==> src/rtl/lcd_responder.sv <==
// Device-side HD44780-style LCD bus responder: synchronises E/RS/RW/data, keeps DDRAM, AC and busy flag.
// Optional read path (status/data reads) is built only when LCD_RESPONDER_READ_EN is defined.
//
// state | meaning
// IDLE  | not busy, writes accepted
// BUSY  | down-counter running, writes rejected as overrun
// CLEAR | filling DDRAM with 0x20, counter running, then BUSY
module lcd_responder #(
  parameter int BUSY_CYCLES  = 37,
  parameter int CLEAR_CYCLES = 152
) (
  input  logic       i_clk,
  input  logic       i_rst_n,
  input  logic       i_E,
  input  logic       i_RS,
  input  logic       i_RW,
  input  logic [7:0] i_data,
  output logic [7:0] o_data,
  output logic       o_data_oe,
  output logic       o_busy,
  output logic [6:0] o_ac,
  output logic       o_overrun,
  input  logic [6:0] i_dbg_addr,
  output logic [7:0] o_dbg_char
);

  typedef enum logic [1:0] {IDLE, BUSY, CLEAR} state_t;

  localparam logic [15:0] BUSY_LOAD  = 16'(BUSY_CYCLES - 1);
  localparam logic [15:0] CLEAR_LOAD = 16'(CLEAR_CYCLES - 1);

  state_t      state, state_nx;
  logic        e_s1, e_s2, e_q;
  logic        rs_s1, rs_s2, rw_s1, rw_s2;
  logic [7:0]  d_s1, d_s2;
  logic        strobe;
  logic [15:0] cnt, cnt_nx;
  logic [6:0]  ac, ac_nx, ac_step;
  logic [6:0]  fill, fill_nx;
  logic        id, id_nx;
  logic        overrun_nx;
  logic        busy;
  logic [7:0]  ram [128];
  logic        ram_we;
  logic [6:0]  ram_addr;
  logic [7:0]  ram_wdata;

  always_ff @(posedge i_clk or negedge i_rst_n) begin
    if (!i_rst_n) begin
      e_s1  <= 1'b0;
      e_s2  <= 1'b0;
      e_q   <= 1'b0;
      rs_s1 <= 1'b0;
      rs_s2 <= 1'b0;
      rw_s1 <= 1'b0;
      rw_s2 <= 1'b0;
      d_s1  <= 8'h00;
      d_s2  <= 8'h00;
    end else begin
      e_s1  <= i_E;
      e_s2  <= e_s1;
      e_q   <= e_s2;
      rs_s1 <= i_RS;
      rs_s2 <= rs_s1;
      rw_s1 <= i_RW;
      rw_s2 <= rw_s1;
      d_s1  <= i_data;
      d_s2  <= d_s1;
    end
  end

  assign strobe  = e_q & ~e_s2;
  assign busy    = (state != IDLE);
  assign ac_step = id ? ac + 7'd1 : ac - 7'd1;

  always_ff @(posedge i_clk or negedge i_rst_n) begin
    if (!i_rst_n) begin
      state     <= IDLE;
      cnt       <= 16'd0;
      ac        <= 7'd0;
      id        <= 1'b1;
      fill      <= 7'd0;
      o_overrun <= 1'b0;
    end else begin
      state     <= state_nx;
      cnt       <= cnt_nx;
      ac        <= ac_nx;
      id        <= id_nx;
      fill      <= fill_nx;
      o_overrun <= overrun_nx;
    end
  end

  always_comb begin
    state_nx   = state;
    cnt_nx     = cnt;
    ac_nx      = ac;
    id_nx      = id;
    fill_nx    = fill;
    overrun_nx = 1'b0;
    ram_we     = 1'b0;
    ram_addr   = ac;
    ram_wdata  = d_s2;

    // One counter spans the whole clear, so the fill is included in CLEAR_CYCLES.
    case (state)
      BUSY: begin
        if (cnt == 16'd0) state_nx = IDLE;
        else              cnt_nx   = cnt - 16'd1;
      end
      CLEAR: begin
        ram_we    = 1'b1;
        ram_addr  = fill;
        ram_wdata = 8'h20;
        fill_nx   = fill + 7'd1;
        if (cnt == 16'd0) begin
          state_nx = IDLE;
        end else begin
          cnt_nx = cnt - 16'd1;
          if (fill == 7'd127) state_nx = BUSY;
        end
      end
      default: ;
    endcase

    if (strobe && !rw_s2) begin
      if (busy) begin
        overrun_nx = 1'b1;
      end else if (rs_s2) begin
        ram_we    = 1'b1;
        ram_addr  = ac;
        ram_wdata = d_s2;
        ac_nx     = ac_step;
        state_nx  = BUSY;
        cnt_nx    = BUSY_LOAD;
      end else begin
        state_nx = BUSY;
        cnt_nx   = BUSY_LOAD;
        if (d_s2 == 8'h01) begin
          ac_nx    = 7'd0;
          id_nx    = 1'b1;
          fill_nx  = 7'd0;
          state_nx = CLEAR;
          cnt_nx   = CLEAR_LOAD;
        end else if (d_s2[7:1] == 7'h01) begin
          ac_nx  = 7'd0;
          cnt_nx = CLEAR_LOAD;
        end else if (d_s2[7:2] == 6'h01) begin
          id_nx = d_s2[1];
        end else if (d_s2[7]) begin
          ac_nx = d_s2[6:0];
        end
      end
    end
`ifdef LCD_RESPONDER_READ_EN
    else if (strobe && rs_s2) begin
      ac_nx = ac_step;
    end
`endif
  end

  always_ff @(posedge i_clk) begin
    if (ram_we) ram[ram_addr] <= ram_wdata;
  end

  always_ff @(posedge i_clk or negedge i_rst_n) begin
    if (!i_rst_n) o_dbg_char <= 8'h00;
    else          o_dbg_char <= ram[i_dbg_addr];
  end

`ifdef LCD_RESPONDER_READ_EN
  logic rd_active;
  assign rd_active = e_s2 & rw_s2;
  assign o_data_oe = rd_active;
  assign o_data    = !rd_active ? 8'h00 : (rs_s2 ? ram[ac] : {busy, ac});
`else
  assign o_data_oe = 1'b0;
  assign o_data    = 8'h00;
`endif

  assign o_busy = busy;
  assign o_ac   = ac;

endmodule

==> config.mk <==
export PLATFORM = sky130hd
export DESIGN_NAME = lcd_responder
export DESIGN_NICKNAME = d
export VERILOG_FILES = /design/src/rtl/lcd_responder.sv
export SDC_FILE = /design/constraint.sdc
export NUM_CORES = 1
export LEC_CHECK = 0
export BUFFER_PORTS_ARGS = -buffer_cell sky130_fd_sc_hd__buf_2
export CORE_UTILIZATION = 33
export CTS_CLUSTER_SIZE = 25
export DETAILED_ROUTE_END_ITERATION = 12
export GPL_TIMING_DRIVEN = 0
export SLEW_MARGIN = 20
export SYNTH_ARGS = -nofsm -noshare
export SYNTH_HDL_FRONTEND = slang
export SYNTH_SLANG_ARGS = --single-unit
export TNS_END_PERCENT = 30
==> constraint.sdc <==
create_clock -name i_clk -period 7.3 [get_ports i_clk]
set_clock_uncertainty 0.05 [all_clocks]
set_input_delay 1.46 -clock i_clk [delete_from_list [all_inputs] [get_ports i_clk]]
set_output_delay 1.46 -clock i_clk [all_outputs]
set_load 0.01 [all_outputs]
==> metrics.yaml, run 1 <==
clocking:
  clock_latency_ps: 710
  clkSinkCount: 1089
  clock-root-buffer: "clkbuf_16"
  cts.path.max_buffers: 3
  cts.hold.buffers_added: 0
  path_clk_slew_ps: 60
  post_cts_buffers: 0
  cts_tree: "done"
  cts_max_level: 3
  cts_made_buffers: 110
  cts_resized: 0
logic_synthesis:
  syn_inst: 2601
  synth_area_leader_cell: "edfxtp_1"
  ys.flop_type: "edfxtp_1"
  avgSynthCellArea_sq_um: 16.8
  synth_top_cells_by_area: "edfxtp_1 (71%), mux2i_1 (12%), a22oi_1 (3.8%)"
  yosysWarnings: 0
  synth_top_area_share_pct: 70.5
  ys_ff_latch: 1089
  synth.distinct_cells: 65
  ys_seq_area_share_pct: 74.3
  async_flop_share_pct: 5.97
  synth_area_sq_um: 43600
  synth_edf_count: 1024
critical_path:
  critPathSlowestCell: "nor3_1"
  startpoint_type: "primary input"
  crit_fanout: 10
  cp.arrival_ps: 4860
  worstPathCellList: "clkbuf_1, buf_2, buf_2, mux2i_1, a22oi_1, nand4_1, nor3_1, or4_1"
  end_kind: "register"
  max_stage_delay_ps: 690
  worstPathRequired_ps: 7860
  worstSetupPathType: "in -> reg"
  crit_path_frequent_cell: "buf_2"
layout:
  multiInputGateArea_sq_um: 10300
  final_cell_mix: "edfxtp_1 (1,024), mux2i_1 (526), a22oi_1 (220), nor2_1 (165), buf_2 (114)"
  area.growth.synth_to_final_pct: 14.5
  nNetsFinal: 2807
  ff_latch_area_sq_um: 32400
  drive_gt1_share_pct: 13.3
  nFillCells: 12078
  layout_commonest_cell: "edfxtp_1"
power:
  powerDensity_nw_per_um2: 272
  finalPower_mw: 13.6
  irDropWorstVdd_mv: 0.204
  p_leak_nw: 17.4
run:
  cap_violations: 0
global_route:
  grt_pass1_vias: 23184
  grt-ovfl-total: 0
  grt_max_degree: 74
  grt_pass1_wl_microns: 165000
  antenna_found_initial: 8
  track_usage_pct: 17.1
sta:
  post-route-min-period_ps: 4300
  max-slew-margin-rel_pct: 22.6
  max_freq_ghz: 0.233
  setup_violations: 0
  finalMaxSlewViolations: 0
  worst_pin_slew_ps: 1160
  setup_tns_ps: 0
  rsz0062_at_grt: "false"
  hold_violations: 0
  finalCritPeriodShare_pct: 58.9
route:
  avgRoutedWirePerCell_microns: 25.1
  wirelength_microns: 116000
  vias: 23832
  drtAntennaViolNets: 0
  drc: 0
  via_per_inst: 5.16
  first_pass_iters: 5
  drtIter0Drc: 2629
floorplan:
  die-area_sq_um: 134000
  dieHeight_microns: 366
  die-width_microns: 366
  coreArea_sq_um: 131000
  ios: 46
  start_util_pct: 33.2
  num_rows: 133
place:
  portBuffers: 35
  place_congestion: 0.849
  place_hpwl_microns: 79800
hold_path:
  worstHoldPathType: "reg -> reg"
run_status:
  status: "finished, final reports clean"
flip-flops by register name (all words and copies together), names as in the netlist:
| signal | count |
|---|---|
| cnt | 16 |
| d_s1 | 8 |
| d_s2 | 8 |
| e_q | 1 |
| e_s1 | 1 |
| e_s2 | 1 |
| fill | 7 |
| id | 1 |
| o_ac | 7 |
| o_dbg_char | 8 |
| o_overrun | 1 |
| ram | 1024 |
| rs_s1 | 1 |
| rs_s2 | 1 |
| rw_s1 | 1 |
| rw_s2 | 1 |
| state | 2 |
synthesized netlist by cell type (all sizes together), types with 2 or more instances:
cell type  count
ha            11
a21oi         46
nor3b          3
and4bb         6
mux2i        526
or2            4
a31oi          2
o21ai          9
a41oi          2
edfxtp      1024
nor2         167
mux2           6
nand4         37
nand2        113
nand3         40
and3           2
or3            2
nor2b          3
o22ai          2
nor3          41
nor4bb         2
and2           8
and4b          4
a21boi         2
inv           12
a21o           2
o31a           3
dfrtp         64
or4           11
nand2b        14
buf          134
nor4           9
xnor2         11
nor4b          6
xor2          11
a22oi        226
clkbuf        19
cell families after synthesis:
group / Yosys count / share of synthesized area, %
flip-flops: 1089 / 74.3
AO/OA/AOI/OAI: 304 / 5.02
multiplexers: 532 / 12.2
buffers and inverters: 165 / 2.24
adder cells (fa/ha/maj): 12 / 0.362
XOR/XNOR: 22 / 0.442
other: 1 / 0.00860
AND/OR/NAND/NOR: 476 / 5.44
area by class of cell:
cell class              instances  area share, %
plain buffers                 153           1.88
repair buffers                 54           1.19
inverters                      12         0.0902
clock inverters                58           1.06
flip-flops and latches       1089           64.9
multi-input cells            1355           20.7
clock buffers                 139           5.81
diodes                          1        0.00501
well taps                    1755           4.40
where the power goes:
group	switching [mW]	internal, mW
Sequential	0.102	6.90
Combinational	0.769	0.380
Clock	2.38	3.03
worst max-delay path: cells and delay by family:
kind,cells,cell delay (ps)
AOI/OAI and AO/OA,1,280
buffers and inverters,3,1670
muxes,1,150
and+or+nand+nor,3,1250
final timing paths:
| path | startpoint | to | slack, ps | depth (start not counted) |
|---|---|---|---|---|
| worst min-delay path | d_s1[0] | d_s2[0] | 290 | 0 |
| worst min register to register | d_s1[0] | d_s2[0] | 290 | 0 |
| worst max-delay path | i_dbg_addr[2] | o_dbg_char[7] | 3000 | 8 |
| min in group asynchronous | i_rst_n | d_s1[6] | 600 | 1 |
| worst max register to register | state[0] | ram[95][5] | 3020 | 9 |
| max in group asynchronous | i_rst_n | id | 6010 | 2 |
through the flow:
stage	worst slack, ps	hold WS (ps)	std cells	utilization, %	instance area [sq um]
final	3000	289	4616	38.0	49900
after global routing	2950	298	4615	38.0	49900
after CTS	3060	295	4615	38.0	49900
after detailed placement	2350	285	4418	35.4	46500
after global placement	338	284	4399	35.0	46000
after floorplan	3340	281	2609	-	43600
layer usage:
| metal | up-vias | share of wire, % | global-route usage [%] |
|---|---|---|---|
| li1 | 10521 | - | - |
| met1 | 12245 | 45 | 24.7 |
| met2 | 902 | 45 | 26.8 |
| met3 | 154 | 7.3 | 2.99 |
| met4 | 10 | 2.3 | 4.28 |
| met5 | - | 0.069 | 0 |
No activity file was read; power rests on OpenSTA's default activity.
==> run 2, diff against run 1 <==
==> constraint.sdc (replaced) <==
create_clock -name i_clk -period 3.96 [get_ports i_clk]
set_clock_uncertainty 0.05 [all_clocks]
set_input_delay 0.792 -clock i_clk [delete_from_list [all_inputs] [get_ports i_clk]]
set_output_delay 0.792 -clock i_clk [all_outputs]
set_load 0.01 [all_outputs]
==> run 2 against run 1 <==
Against the previous run: the run now ends with setup timing left; final area up 0.77%; clock power up 87%; final cell count is the same; sequential cell count unchanged; worst setup slack got worse by 3100 ps; core utilization up 0.29 points; sequential power rose by 84%; non-clock buffer count increased by 3; routed wire length is 0.62% higher; via count barely moved; critical endpoint is now ram[29][7]; highest routed layer unchanged.
==> metrics.yaml, run 2 (same netlist as run 1, synthesis figures left out) <==
critical_path:
  crit_fanout: 10  # unchanged
  startpoint_type: "register"
  worstPathRequired_ps: 4230  # -3630 ps
  reg2reg_depth: 9  # unchanged
  critPathSlowestCell: "nor2_1"
  worstSetupPathType: "reg -> reg"
  end_kind: "register"
  max_stage_delay_ps: 810  # +120 ps
  cp.arrival_ps: 4350  # -510 ps
  worstPathCellList: "inv_1, ha_1, nand4bb_1, buf_2, o21ai_2, mux2i_1, nand2_1, clkbuf_2, nor2_1"
place:
  post-place-ws_ps: -259  # -2610 ps
  place_inst: 4415  # -0.068%
  portBuffers: 35  # unchanged
  place_hpwl_microns: 79900  # +0.21%
  place_congestion: 0.863  # +1.6%
run_status:
  violations: "setup timing"
  status: "finished, violations left"
layout:
  nFillCells: 12053  # -0.21%
  top_register: "ram"
  nNetsFinal: 2805  # -0.071%
  largest_reg_flops: 1024  # unchanged
  top_regs: "ram: 1024 flops, cnt: 16 flops"
  area.growth.synth_to_final_pct: 15.4
  final_cell_mix: "edfxtp_1 (1,024), mux2i_1 (525), a22oi_1 (220), buf_2 (115), clkbuf_16 (111)"
  num_antenna_cells: 0  # -1
  ff_latch_area_sq_um: 32400  # unchanged
  fin_cells: 4616  # unchanged
  multiInputGateArea_sq_um: 10700  # +3.2%
  layout_commonest_cell: "edfxtp_1"
  drive_gt1_share_pct: 17.0  # +3.7 points
sta:
  setup_violations: 58  # +58
  max-slew-margin-rel_pct: 8.06  # -15 points
  worst_pin_slew_ps: 1370  # +213 ps
  setup_ws_ps: -122  # -3120 ps
  finalCritPeriodShare_pct: 103
  setup_tns_ps: -2040  # -2040 ps
  finalMaxSlewViolations: 0  # unchanged
  post-route-min-period_ps: 4080
  hold_violations: 0  # unchanged
  rsz0062_at_grt: "true"
  max_freq_ghz: 0.245
run:
  cap_violations: 0  # unchanged
hold_path:
  worstHoldPathType: "in -> reg"
  holdPathStages: 1  # +1
floorplan:
  start_util_pct: 33.2  # unchanged
  coreArea_sq_um: 131000  # unchanged
  die-width_microns: 366  # unchanged
  ios: 46  # unchanged
  dieHeight_microns: 366  # unchanged
  die-area_sq_um: 134000  # unchanged
  num_rows: 133  # unchanged
route:
  drc: 0  # unchanged
  via_per_inst: 5.17  # about the same
  avgRoutedWirePerCell_microns: 25.3  # +0.62%
  wirelength_microns: 117000  # +0.62%
  drtIter0Drc: 2977  # +13%
  vias: 23842  # +0.042%
  first_pass_iters: 6  # +1
  drtAntennaViolNets: 0  # unchanged
global_route:
  grt_pass1_vias: 23276  # +0.40%
  grt_max_degree: 69  # -6.8%
  antenna_found_initial: 7  # -1
  grt-ovfl-total: 0  # unchanged
  grt_pass1_wl_microns: 166000  # +0.60%
  track_usage_pct: 17.4  # +0.22 points
clocking:
  clkSinkCount: 1089  # unchanged
  clock_latency_ps: 720  # about the same
  path_clk_slew_ps: 60  # about the same
  cts_max_level: 3  # unchanged
  clock-root-buffer: "clkbuf_16"
  cts_made_buffers: 105  # -4.5%
  cts_tree: "done"
  cts.path.max_buffers: 3  # unchanged
power:
  powerDensity_nw_per_um2: 501  # +85%
  p_leak_nw: 17.5  # +0.62%
  irDropWorstVdd_mv: 0.408  # +100%
run 2: changes by cell type in the layout (fill, tap and decap cells not counted), sizes merged:
cell | previous run | this run
clkbuf | 158 | 152
dlygate4sd3 | 0 | 1
clkinvlp | 2 | 3
bufinv | 6 | 8
diode | 1 | 0
buf | 188 | 191
run 2: path summary, 6_finish.rpt:
kind	from	endpoint	slack [ps]
max	state[0]	ram[29][7]	-120
min	i_data[2]	d_s1[2]	140
max reg2reg	state[0]	ram[29][7]	-120
min reg2reg	rw_s1	rw_s2	290
max in group asynchronous	i_rst_n	o_dbg_char[1]	2830
min in group asynchronous	i_rst_n	o_ac[6]	460
run 2: power by group:
group	total [mW]	internal (mW)	switching, mW
combinational	2.23	0.706	1.53
sequential	12.9	12.7	0.206
clock	10.1	5.69	4.37
total	25.2	19.1	6.10
run 2: layout make-up:
class                           instances  area share [%]
Tap cell                             1755            4.37
Buffer                                153            1.87
Sequential cell                      1089            64.4
Clock inverter                         61            1.08
Multi-Input combinational cell       1355            21.2
Timing Repair Buffer                   57            1.27
Clock buffer                          134            5.75
Inverter                               12          0.0895
run 2: per-layer routing:
metal,GRT usage [%],up-vias,share of wire [%]
li1,-,10540,-
met1,24.4,12206,43
met2,27.3,937,46
met3,3.26,153,7.8
met4,5.19,6,2.4
met5,0,-,0.023
run 2: metrics by stage:
stage | power [mW] | instance area (sq um) | hold WS [ps] | utilization (%)
floorplan | 14.4 | 43600 | 281 | -
global placement | 15.2 | 46000 | 284 | 35.0
detailed placement | 15.3 | 46500 | 287 | 35.4
CTS | 25.2 | 50000 | 91.5 | 38.1
global route | 25.9 | 50300 | 105 | 38.3
finish | 25.2 | 50300 | 142 | 38.3
run 2: critical path, delay by kind of cell, from the launching register on:
family	cells	cell delay (ps)
AND/OR/NAND/NOR	3	1260
buffers and inverters	3	810
multiplexers	1	500
AO/OA/AOI/OAI	1	420
flip-flops	1	400
adder cells (fa/ha/maj)	1	240
run 2: what timing repair did:
item / 4_1_cts / 5_1_grt
setup buffers: 0 / 5
resized for setup: 30 / 92
pin swaps: 0 / 5
endpoints found under the hold margin: 15 / 0
endpoints found under the setup margin: 400 / 737
hold buffers: 1 / 0
